`src/rtl/spu_pre_stream_if.sv`:
```
// Stream bundle for the float -> 1.31 fixed converter.
//   in_valid/in_ready/in_float    : float samples into the converter
//   out_valid/out_ready/out_fixed : fixed-point samples out of the converter
//   out_flags                     : {nan, neg, sat, uflow} travelling with out_fixed
// master: the host side (drives input samples, accepts outputs).
// slave : the converter side.
interface spu_pre_stream_if;
  logic        in_valid;
  logic        in_ready;
  logic [31:0] in_float;
  logic        out_valid;
  logic        out_ready;
  logic [31:0] out_fixed;
  logic [3:0]  out_flags;

  modport master (
    output in_valid, in_float, out_ready,
    input  in_ready, out_valid, out_fixed, out_flags
  );

  modport slave (
    input  in_valid, in_float, out_ready,
    output in_ready, out_valid, out_fixed, out_flags
  );
endinterface

```
`src/rtl/spu_pre_stream.sv`:
```
// Streaming IEEE-754 single -> unsigned 1.31 fixed-point converter (bit31 = 2^0,
// bit0 = 2^-31). Two-stage valid/ready pipeline: stage 1 classifies the float and
// computes the shift, stage 2 performs the shift and holds the output.
// Ports:
//   clk       : clock
//   rst       : synchronous active-high reset
//   bus       : stream bundle (slave side), see spu_pre_stream_if
//   clr_count : synchronous clear of exc_count (wins over an increment)
//   exc_count : saturating count of flagged samples delivered downstream
module spu_pre_stream #(
  parameter int unsigned CNT_W = 16
) (
  input  logic             clk,
  input  logic             rst,
  spu_pre_stream_if.slave  bus,
  input  logic             clr_count,
  output logic [CNT_W-1:0] exc_count
);

  localparam logic [3:0] FlagNan   = 4'b1000;
  localparam logic [3:0] FlagNeg   = 4'b0100;
  localparam logic [3:0] FlagSat   = 4'b0010;
  localparam logic [3:0] FlagUflow = 4'b0001;

  // Stage 1 state
  logic        s1_valid_q, s1_valid_d;
  logic [22:0] s1_man_q, s1_man_d;
  logic [4:0]  s1_sh_q, s1_sh_d;
  logic [3:0]  s1_flags_q, s1_flags_d;
  logic        s1_zero_q, s1_zero_d;
  logic        s1_sat_q, s1_sat_d;

  // Stage 2 (output) state
  logic             out_valid_q, out_valid_d;
  logic [31:0]      out_fixed_q, out_fixed_d;
  logic [3:0]       out_flags_q, out_flags_d;
  logic [CNT_W-1:0] cnt_q, cnt_d;

  logic        in_sign;
  logic [7:0]  in_exp;
  logic [22:0] in_man;
  logic [3:0]  in_flags;
  logic        in_zero, in_sat;
  logic        s2_ready, s1_advance, in_ready, in_fire, out_fire;
  logic [31:0] shifted;

  assign in_sign = bus.in_float[31];
  assign in_exp  = bus.in_float[30:23];
  assign in_man  = bus.in_float[22:0];

  // Classification, highest priority first.
  always_comb begin
    in_flags = '0;
    in_zero  = 1'b0;
    in_sat   = 1'b0;
    if (in_exp == 8'hFF && in_man != '0) begin
      in_flags = FlagNan;
      in_zero  = 1'b1;
    end else if (in_exp == 8'h00 && in_man == '0) begin
      in_zero = 1'b1;
    end else if (in_sign) begin
      in_flags = FlagNeg;
      in_zero  = 1'b1;
    end else if (in_exp > 8'd127) begin
      in_flags = FlagSat;
      in_sat   = 1'b1;
    end else if (in_exp < 8'd96) begin
      in_flags = FlagUflow;
      in_zero  = 1'b1;
    end
  end

  assign s2_ready   = ~out_valid_q | bus.out_ready;
  assign s1_advance = s1_valid_q & s2_ready;
  assign in_ready   = ~s1_valid_q | s1_advance;
  assign in_fire    = bus.in_valid & in_ready;
  assign out_fire   = out_valid_q & bus.out_ready;

  assign shifted = {1'b1, s1_man_q, 8'b0} >> s1_sh_q;

  always_comb begin
    s1_valid_d = s1_valid_q;
    s1_man_d   = s1_man_q;
    s1_sh_d    = s1_sh_q;
    s1_flags_d = s1_flags_q;
    s1_zero_d  = s1_zero_q;
    s1_sat_d   = s1_sat_q;
    if (in_ready) begin
      s1_valid_d = bus.in_valid;
    end
    if (in_fire) begin
      s1_man_d   = in_man;
      // For 96 <= e <= 127, 127 - e == 31 - (e - 96) == ~e[4:0].
      s1_sh_d    = ~in_exp[4:0];
      s1_flags_d = in_flags;
      s1_zero_d  = in_zero;
      s1_sat_d   = in_sat;
    end

    out_valid_d = out_valid_q;
    out_fixed_d = out_fixed_q;
    out_flags_d = out_flags_q;
    if (s2_ready) begin
      out_valid_d = s1_valid_q;
    end
    if (s1_advance) begin
      out_flags_d = s1_flags_q;
      if (s1_sat_q) begin
        out_fixed_d = '1;
      end else if (s1_zero_q) begin
        out_fixed_d = '0;
      end else begin
        out_fixed_d = shifted;
      end
    end

    cnt_d = cnt_q;
    if (clr_count) begin
      cnt_d = '0;
    end else if (out_fire && out_flags_q != '0 && cnt_q != '1) begin
      cnt_d = cnt_q + CNT_W'(1);
    end
  end

  always_ff @(posedge clk) begin
    if (rst) begin
      s1_valid_q  <= 1'b0;
      s1_man_q    <= '0;
      s1_sh_q     <= '0;
      s1_flags_q  <= '0;
      s1_zero_q   <= 1'b0;
      s1_sat_q    <= 1'b0;
      out_valid_q <= 1'b0;
      out_fixed_q <= '0;
      out_flags_q <= '0;
      cnt_q       <= '0;
    end else begin
      s1_valid_q  <= s1_valid_d;
      s1_man_q    <= s1_man_d;
      s1_sh_q     <= s1_sh_d;
      s1_flags_q  <= s1_flags_d;
      s1_zero_q   <= s1_zero_d;
      s1_sat_q    <= s1_sat_d;
      out_valid_q <= out_valid_d;
      out_fixed_q <= out_fixed_d;
      out_flags_q <= out_flags_d;
      cnt_q       <= cnt_d;
    end
  end

  assign bus.in_ready  = in_ready;
  assign bus.out_valid = out_valid_q;
  assign bus.out_fixed = out_fixed_q;
  assign bus.out_flags = out_flags_q;
  assign exc_count     = cnt_q;

endmodule

```
`src/flat_wrapper.sv`:
```
// flat-port wrapper written by rule: the top's interface ports become plain ports
module spu_pre_stream_flat 
#(
  parameter int unsigned CNT_W = 16
)
  (clk, rst, clr_count, exc_count, bus_in_valid, bus_in_float, bus_out_ready, bus_in_ready, bus_out_valid, bus_out_fixed, bus_out_flags);
  spu_pre_stream_if bus_i ();
  input  logic clk;
  input  logic rst;
  input  logic clr_count;
  output logic [CNT_W-1:0] exc_count;
  input wire logic [$bits(bus_i.in_valid)-1:0] bus_in_valid;
  input wire logic [$bits(bus_i.in_float)-1:0] bus_in_float;
  input wire logic [$bits(bus_i.out_ready)-1:0] bus_out_ready;
  output wire logic [$bits(bus_i.in_ready)-1:0] bus_in_ready;
  output wire logic [$bits(bus_i.out_valid)-1:0] bus_out_valid;
  output wire logic [$bits(bus_i.out_fixed)-1:0] bus_out_fixed;
  output wire logic [$bits(bus_i.out_flags)-1:0] bus_out_flags;
  assign bus_i.in_valid = bus_in_valid;
  assign bus_i.in_float = bus_in_float;
  assign bus_i.out_ready = bus_out_ready;
  assign bus_in_ready = bus_i.in_ready;
  assign bus_out_valid = bus_i.out_valid;
  assign bus_out_fixed = bus_i.out_fixed;
  assign bus_out_flags = bus_i.out_flags;
  spu_pre_stream #(.CNT_W(CNT_W)) u_core (.clk(clk), .rst(rst), .bus(bus_i), .clr_count(clr_count), .exc_count(exc_count));
endmodule
```
`config.mk`:
```
export PLATFORM = sky130hd
export DESIGN_NAME = spu_pre_stream_flat
export DESIGN_NICKNAME = d
export VERILOG_FILES = /design/src/rtl/spu_pre_stream_if.sv /design/src/rtl/spu_pre_stream.sv /design/src/flat_wrapper.sv
export SDC_FILE = /design/constraint.sdc
export NUM_CORES = 1
export LEC_CHECK = 0
export ABC_AREA = 1
export CORE_MARGIN = 5
export CORE_UTILIZATION = 29
export DETAILED_ROUTE_END_ITERATION = 8
export HOLD_SLACK_MARGIN = 0.12
export REMOVE_ABC_BUFFERS = 1
export SLEW_MARGIN = 20
export SYNTH_ARGS = -nofsm -noshare
export SYNTH_HDL_FRONTEND = slang
export SYNTH_SLANG_ARGS = --single-unit
```
`constraint.sdc`:
```
create_clock -name clk -period 1.4 [get_ports clk]
set_input_delay 0.28 -clock clk [delete_from_list [all_inputs] [get_ports clk]]
set_output_delay 0.28 -clock clk [all_outputs]
set_load 0.01 [all_outputs]
```
Word level (Yosys, flattened, before mapping)
Cells that the tools add are included.

storage, ports and cells
  bits in registers = 88
  latch bits = 0
  memory bits (writable) = 0
  ROM bits = 0
  input bits = 37
  output and inout port bits = 54
  logic and storage cells = 49
  memories kept = 0

operators by class
  add/subtract/negate cells = 1
  multiply operators = 0
  divide/modulo/power cells = 0
  order comparisons = 2
  equal/unequal tests = 2
  shift-type cells = 1
  multiplexer cells = 16
  bitwise operators = 8
  reductions and logical operators = 9

operators with widths
  cell                                                 count
  2-to-1 mux 32 bit                                    2
  right shift 32 x 5 -> 32 bit                         1
  zero test 23 bit                                     1
  nonzero test 23 bit                                  1
  adder 16 x 1 -> 16 bit (second input constant)       1
  2-to-1 mux 4 bit                                     4
  != test 16 bit (second input constant)               1
  2-to-1 mux 1 bit                                     10
  equality test 8 bit (second input constant)          1
  > comparator 8 x 7 -> 1 bit (second input constant)  1
  zero test 8 bit                                      1
  < comparator 8 x 7 -> 1 bit (second input constant)  1
  inverter 5 bit                                       1
  logical AND 1 bit                                    4
  nonzero test 4 bit                                   1
  AND 1 bit                                            3
  inverter 1 bit                                       2
  OR 1 bit                                             2
  OR reduction 2 bit                                   1

Longest topological paths before layout
  word-level depth = 6
  depth in mapped cells = 12
  gate-level depth less buffers = 11

Worst setup path before layout
OpenSTA, ideal clock, no wires.

  kind = flip-flop to flip-flop
  from = register u_core.cnt_q[0], in the netlist u_core.exc_count[0]
  to = register u_core.cnt_q[15], in the netlist u_core.exc_count[15]
  setup time = 138 ps
  arrival time = 1416 ps
  required time = 1262 ps
  setup slack = -154 ps
  stages on the path, launching flop included = 10
  path buffers = 1
  clock period less this slack = 1554 ps
  cells stage by stage = dfxtp_1 -> ha_1 -> nand2_1 -> nor2_2 -> nand4_1 -> nand2_1 -> inv_1 -> buf_2 -> nand2_1 -> a21oi_2

on the way
  longest elaborated chain between the ends = 2
  elaborated cells on any way between the ends = 3
  those cells by class = add/sub (1); eq/ne (1); reduce/logical (1)

ends and longest elaborated chain
  item                                                                            RTL line               text
  start, declared                                                                 spu_pre_stream.sv:37   logic [CNT_W-1:0] cnt_q, cnt_d;
  start signal, assigned                                                          spu_pre_stream.sv:147  cnt_q <= cnt_d;
  parallel branches: the longest is 2 deep, another holds adder 16 x 1 -> 16 bit  --

Several ways; the timed one is not identified.
A chain may end at the register's enable or synchronous reset.

Final worst setup path
  from = register u_core.s1_sh_q[0]
  to = register u_core.out_fixed_q[5], in the netlist u_core.bus.out_fixed[5]

on the way
  longest elaborated chain between the ends = 3

ends and longest elaborated chain
  item                          RTL line               text
  start, declared               spu_pre_stream.sv:28   logic [4:0] s1_sh_q, s1_sh_d;
  start signal, assigned        spu_pre_stream.sv:140  s1_sh_q <= s1_sh_d;
  right shift 32 x 5 -> 32 bit  spu_pre_stream.sv:79   assign shifted = {1'b1, s1_man_q, 8'b0} >> s1_sh_q;
  2-to-1 mux 32 bit             spu_pre_stream.sv:110  end else if (s1_zero_q) begin
  2-to-1 mux 32 bit             spu_pre_stream.sv:108  if (s1_sat_q) begin
  end signal, assigned          spu_pre_stream.sv:145  out_fixed_q <= out_fixed_d;
  end, declared                 spu_pre_stream.sv:35   logic [31:0] out_fixed_q, out_fixed_d;

Every way passes these cells.

==> impl_metrics.toml <==
[outcome]
status = "complete, but fails checks"
violations = "setup timing"

[final_layout]
drive_gt1_share_pct = 35.4
stdcell_area_sq_um = 7910
final_common_cell = "nand2_1"
register_area_sq_um = 1760
mostFrequentLayoutCells = "nand2_1, nor2_1, buf_4, nand3_2, dfxtp_1"
n_antenna_cell = 0
final_cells = 1154
multiInputGateArea_sq_um = 3560
syn_to_final_growth_pct = 61.7
num-fill-cells = 1667
nets = 967

[logic_synthesis]
ys.flop_type = "dfxtp_1"
syn_avg_cell_area_sq_um = 6.41
synth_largest_area_cell = "dfxtp_1"
synth.distinct_cells = 29
yosysWarnings = 0
yosys-top-cells-area = "dfxtp_1, nand3_1, nand2_1"
ys_async_sr_fraction_pct = 0
synth_edf_count = 0
syn-cell-area_sq_um = 4890
ys_seq_area_share_pct = 35.6
synth_cells = 764
ys_ff_latch = 87
synth_top_area_share_pct = 35.6

[drt]
dr.pass1.iters = 5
via_per_inst = 4.93
drc = 0
drt-total-wl_um = 17100
routedWlPerCell_um = 14.8
drtIter0Drc = 343
final_antenna_net_count = 0
vias = 5690

[worst_setup_path]
startpoint_type = "register"
worstPathRequired_ns = 1.64
cp_max_fo = 8
path_cells = "buf_4 > nand2_1 > nand3_2 > nand3_2 > nand3_2 > nand3_1 > nand2_1 > nor2_1 > nor2_1"
cp.arrival_ns = 1.70
reg2reg_depth = 9
critical_path_depth = 9
crit_path_max_incr_delay_ns = 0.38
cp.buffers_inverters = 1
path_delay_family = "simple AND/OR/NAND/NOR gates"
crit_type = "register to register"
slowest_stage = "dfxtp_4"
crit_path_frequent_cell = "nand3_2"
crit_path_end_kind = "register"

[min_path]
holdCritPathClass = "input pin to register"
hold_depth = 3

[timing]
setup_tns_ns = -0.277
final_critical_path_setup_slack_ns = -0.0634
max_freq_mhz = 683
final_hold_viol_count = 0
worst_pin_slew_ns = 0.357
clock_skew_ns = 0.0108
relSlewSlack_pct = 76.1
rsz0062_at_grt = "true"
drv_slew = 0
setup_viol = 13
timing.final.crit_share_pct = 105
finalCriticalPeriod_ns = 1.46

[die]
coreArea_sq_um = 16600
initial_core_util_pct = 29.5
die_area_sq_um = 19600
fp.dieH_um = 140
top_level_ports = 91
rows = 47
die_w_um = 140

[global_route]
overflow = 0
grt_start_max_net_pins = 64
grt_pass1_vias = 5188
grt_usage_pct = 16.3
antenna_found_initial = 0
grt_pass1_wl_um = 26400

[cts]
worstSkewPairLatency_ns = 0.35
cts_buffer_depth = 2
cts_sinks = 87
cts_tree = "built"
clk_pin_slew_ns = 0.07
numCtsBuffers = 9
clk_root_buffer_cell = "clkbuf_16"
htree_levels = 3

[placement]
port_buffers = 90
place_area_sq_um = 6690
place_inst = 1133
gp_congestion = 0.936
hpwl_um = 12500
place_ws_ns = -0.421

[power_and_ir_drop]
totalPowerFinal_mw = 7.57
power_density_nw_per_um2 = 957
peakVddDrop_uv = 613
p_leak_nw = 3.47

[run]
maxCapViolCount = 0
registers in the layout, indices dropped and copies added, names as in the netlist:
register / flops
u_core.bus.out_valid: 1
u_core.s1_flags_q: 4
u_core.exc_count: 16
u_core.s1_sh_q: 5
u_core.bus.out_fixed: 32
u_core.s1_zero_q: 1
u_core.s1_man_q: 23
u_core.bus.out_flags: 4
u_core.s1_valid_q: 1
area by class of cell:
cell class                      count  area share (%)
Inverter                           38            1.96
Clock buffer                       10            2.89
Multi-Input combinational cell    596            45.0
Sequential cell                    87            22.2
Timing Repair Buffer              197            22.8
Clock inverter                      6            1.68
Tap cell                          220            3.48
worst register-to-register path: stages (launching register included):
cell and delay [ns]:
dfxtp_4 0.38, buf_4 0.18, nand2_1 0.14, nand3_2 0.14, nand3_2 0.11, nand3_2 0.10
nand3_1 0.10, nand2_1 0.05, nor2_1 0.11, nor2_1 0.04
path summary, 6_finish.rpt:
check        slack [ns]                  from                       to
max               -0.06     u_core.s1_sh_q[0]  u_core.bus.out_fixed[5]
min                0.25      bus_in_float[21]      u_core.s1_man_q[21]
max reg2reg       -0.06     u_core.s1_sh_q[0]  u_core.bus.out_fixed[5]
min reg2reg        0.47  u_core.s1_flags_q[2]     u_core.s1_flags_q[2]
timing repair:
item / in CTS / in global routing
hold buffers: 0 / 0
resized for setup: 133 / 186
pin swaps: 18 / 44
gates cloned: 1 / 2
setup endpoints to repair: 104 / 88
hold endpoints to repair: 0 / 0
buffers inserted: 2 / 1
routing by layer:
metal / vias up / track usage, % / share of wire (%)
met3: 23 / 3.61 / 5.1
met5: - / 0 / 0
met1: 2615 / 23.2 / 48
li1: 2894 / - / -
met2: 158 / 24.8 / 45
met4: 0 / 4.84 / 1.9
synthesized netlist by cell type (2+ instances only):
| library cell | instances |
|---|---|
| xor2_1 | 7 |
| dfxtp_1 | 87 |
| nor3_1 | 12 |
| buf_6 | 4 |
| a21oi_2 | 6 |
| nand3_1 | 141 |
| buf_2 | 16 |
| nand2_1 | 172 |
| nor2_2 | 5 |
| inv_1 | 35 |
| inv_2 | 2 |
| o21ai_0 | 73 |
| buf_4 | 6 |
| nor4_1 | 2 |
| xnor2_1 | 4 |
| nand4_1 | 11 |
| clkbuf_1 | 16 |
| nor2_1 | 100 |
| a21oi_1 | 55 |
kinds of logic (layout without fill, tap and decap cells):
family	Yosys count	count (layout)	share of synthesized area, %
AND/OR/NAND/NOR	447	447	39.6
AO/OA/AOI/OAI	137	137	14.6
XOR/XNOR	11	11	1.97
adder cells (fa/ha/maj)	1	1	0.256
buffers and inverters	81	251	8.03
flip-flops	87	87	35.6
where the power goes:
part	internal (mW)	leakage (nW)	switching (mW)
logic	0.821	2.57	1.09
clock network	1.92	0.173	0.997
registers	2.62	0.722	0.118
through the flow:
step | hold slack, ns | util (%)
after CTS | 0.471 | 43.9
after global placement | 0.454 | 40.3
final | 0.245 | 47.7
after global routing | 0.294 | 47.7
after detailed placement | 0.460 | 40.3
after floorplan | 0.349 | -
(Power assumes the default switching activity.)
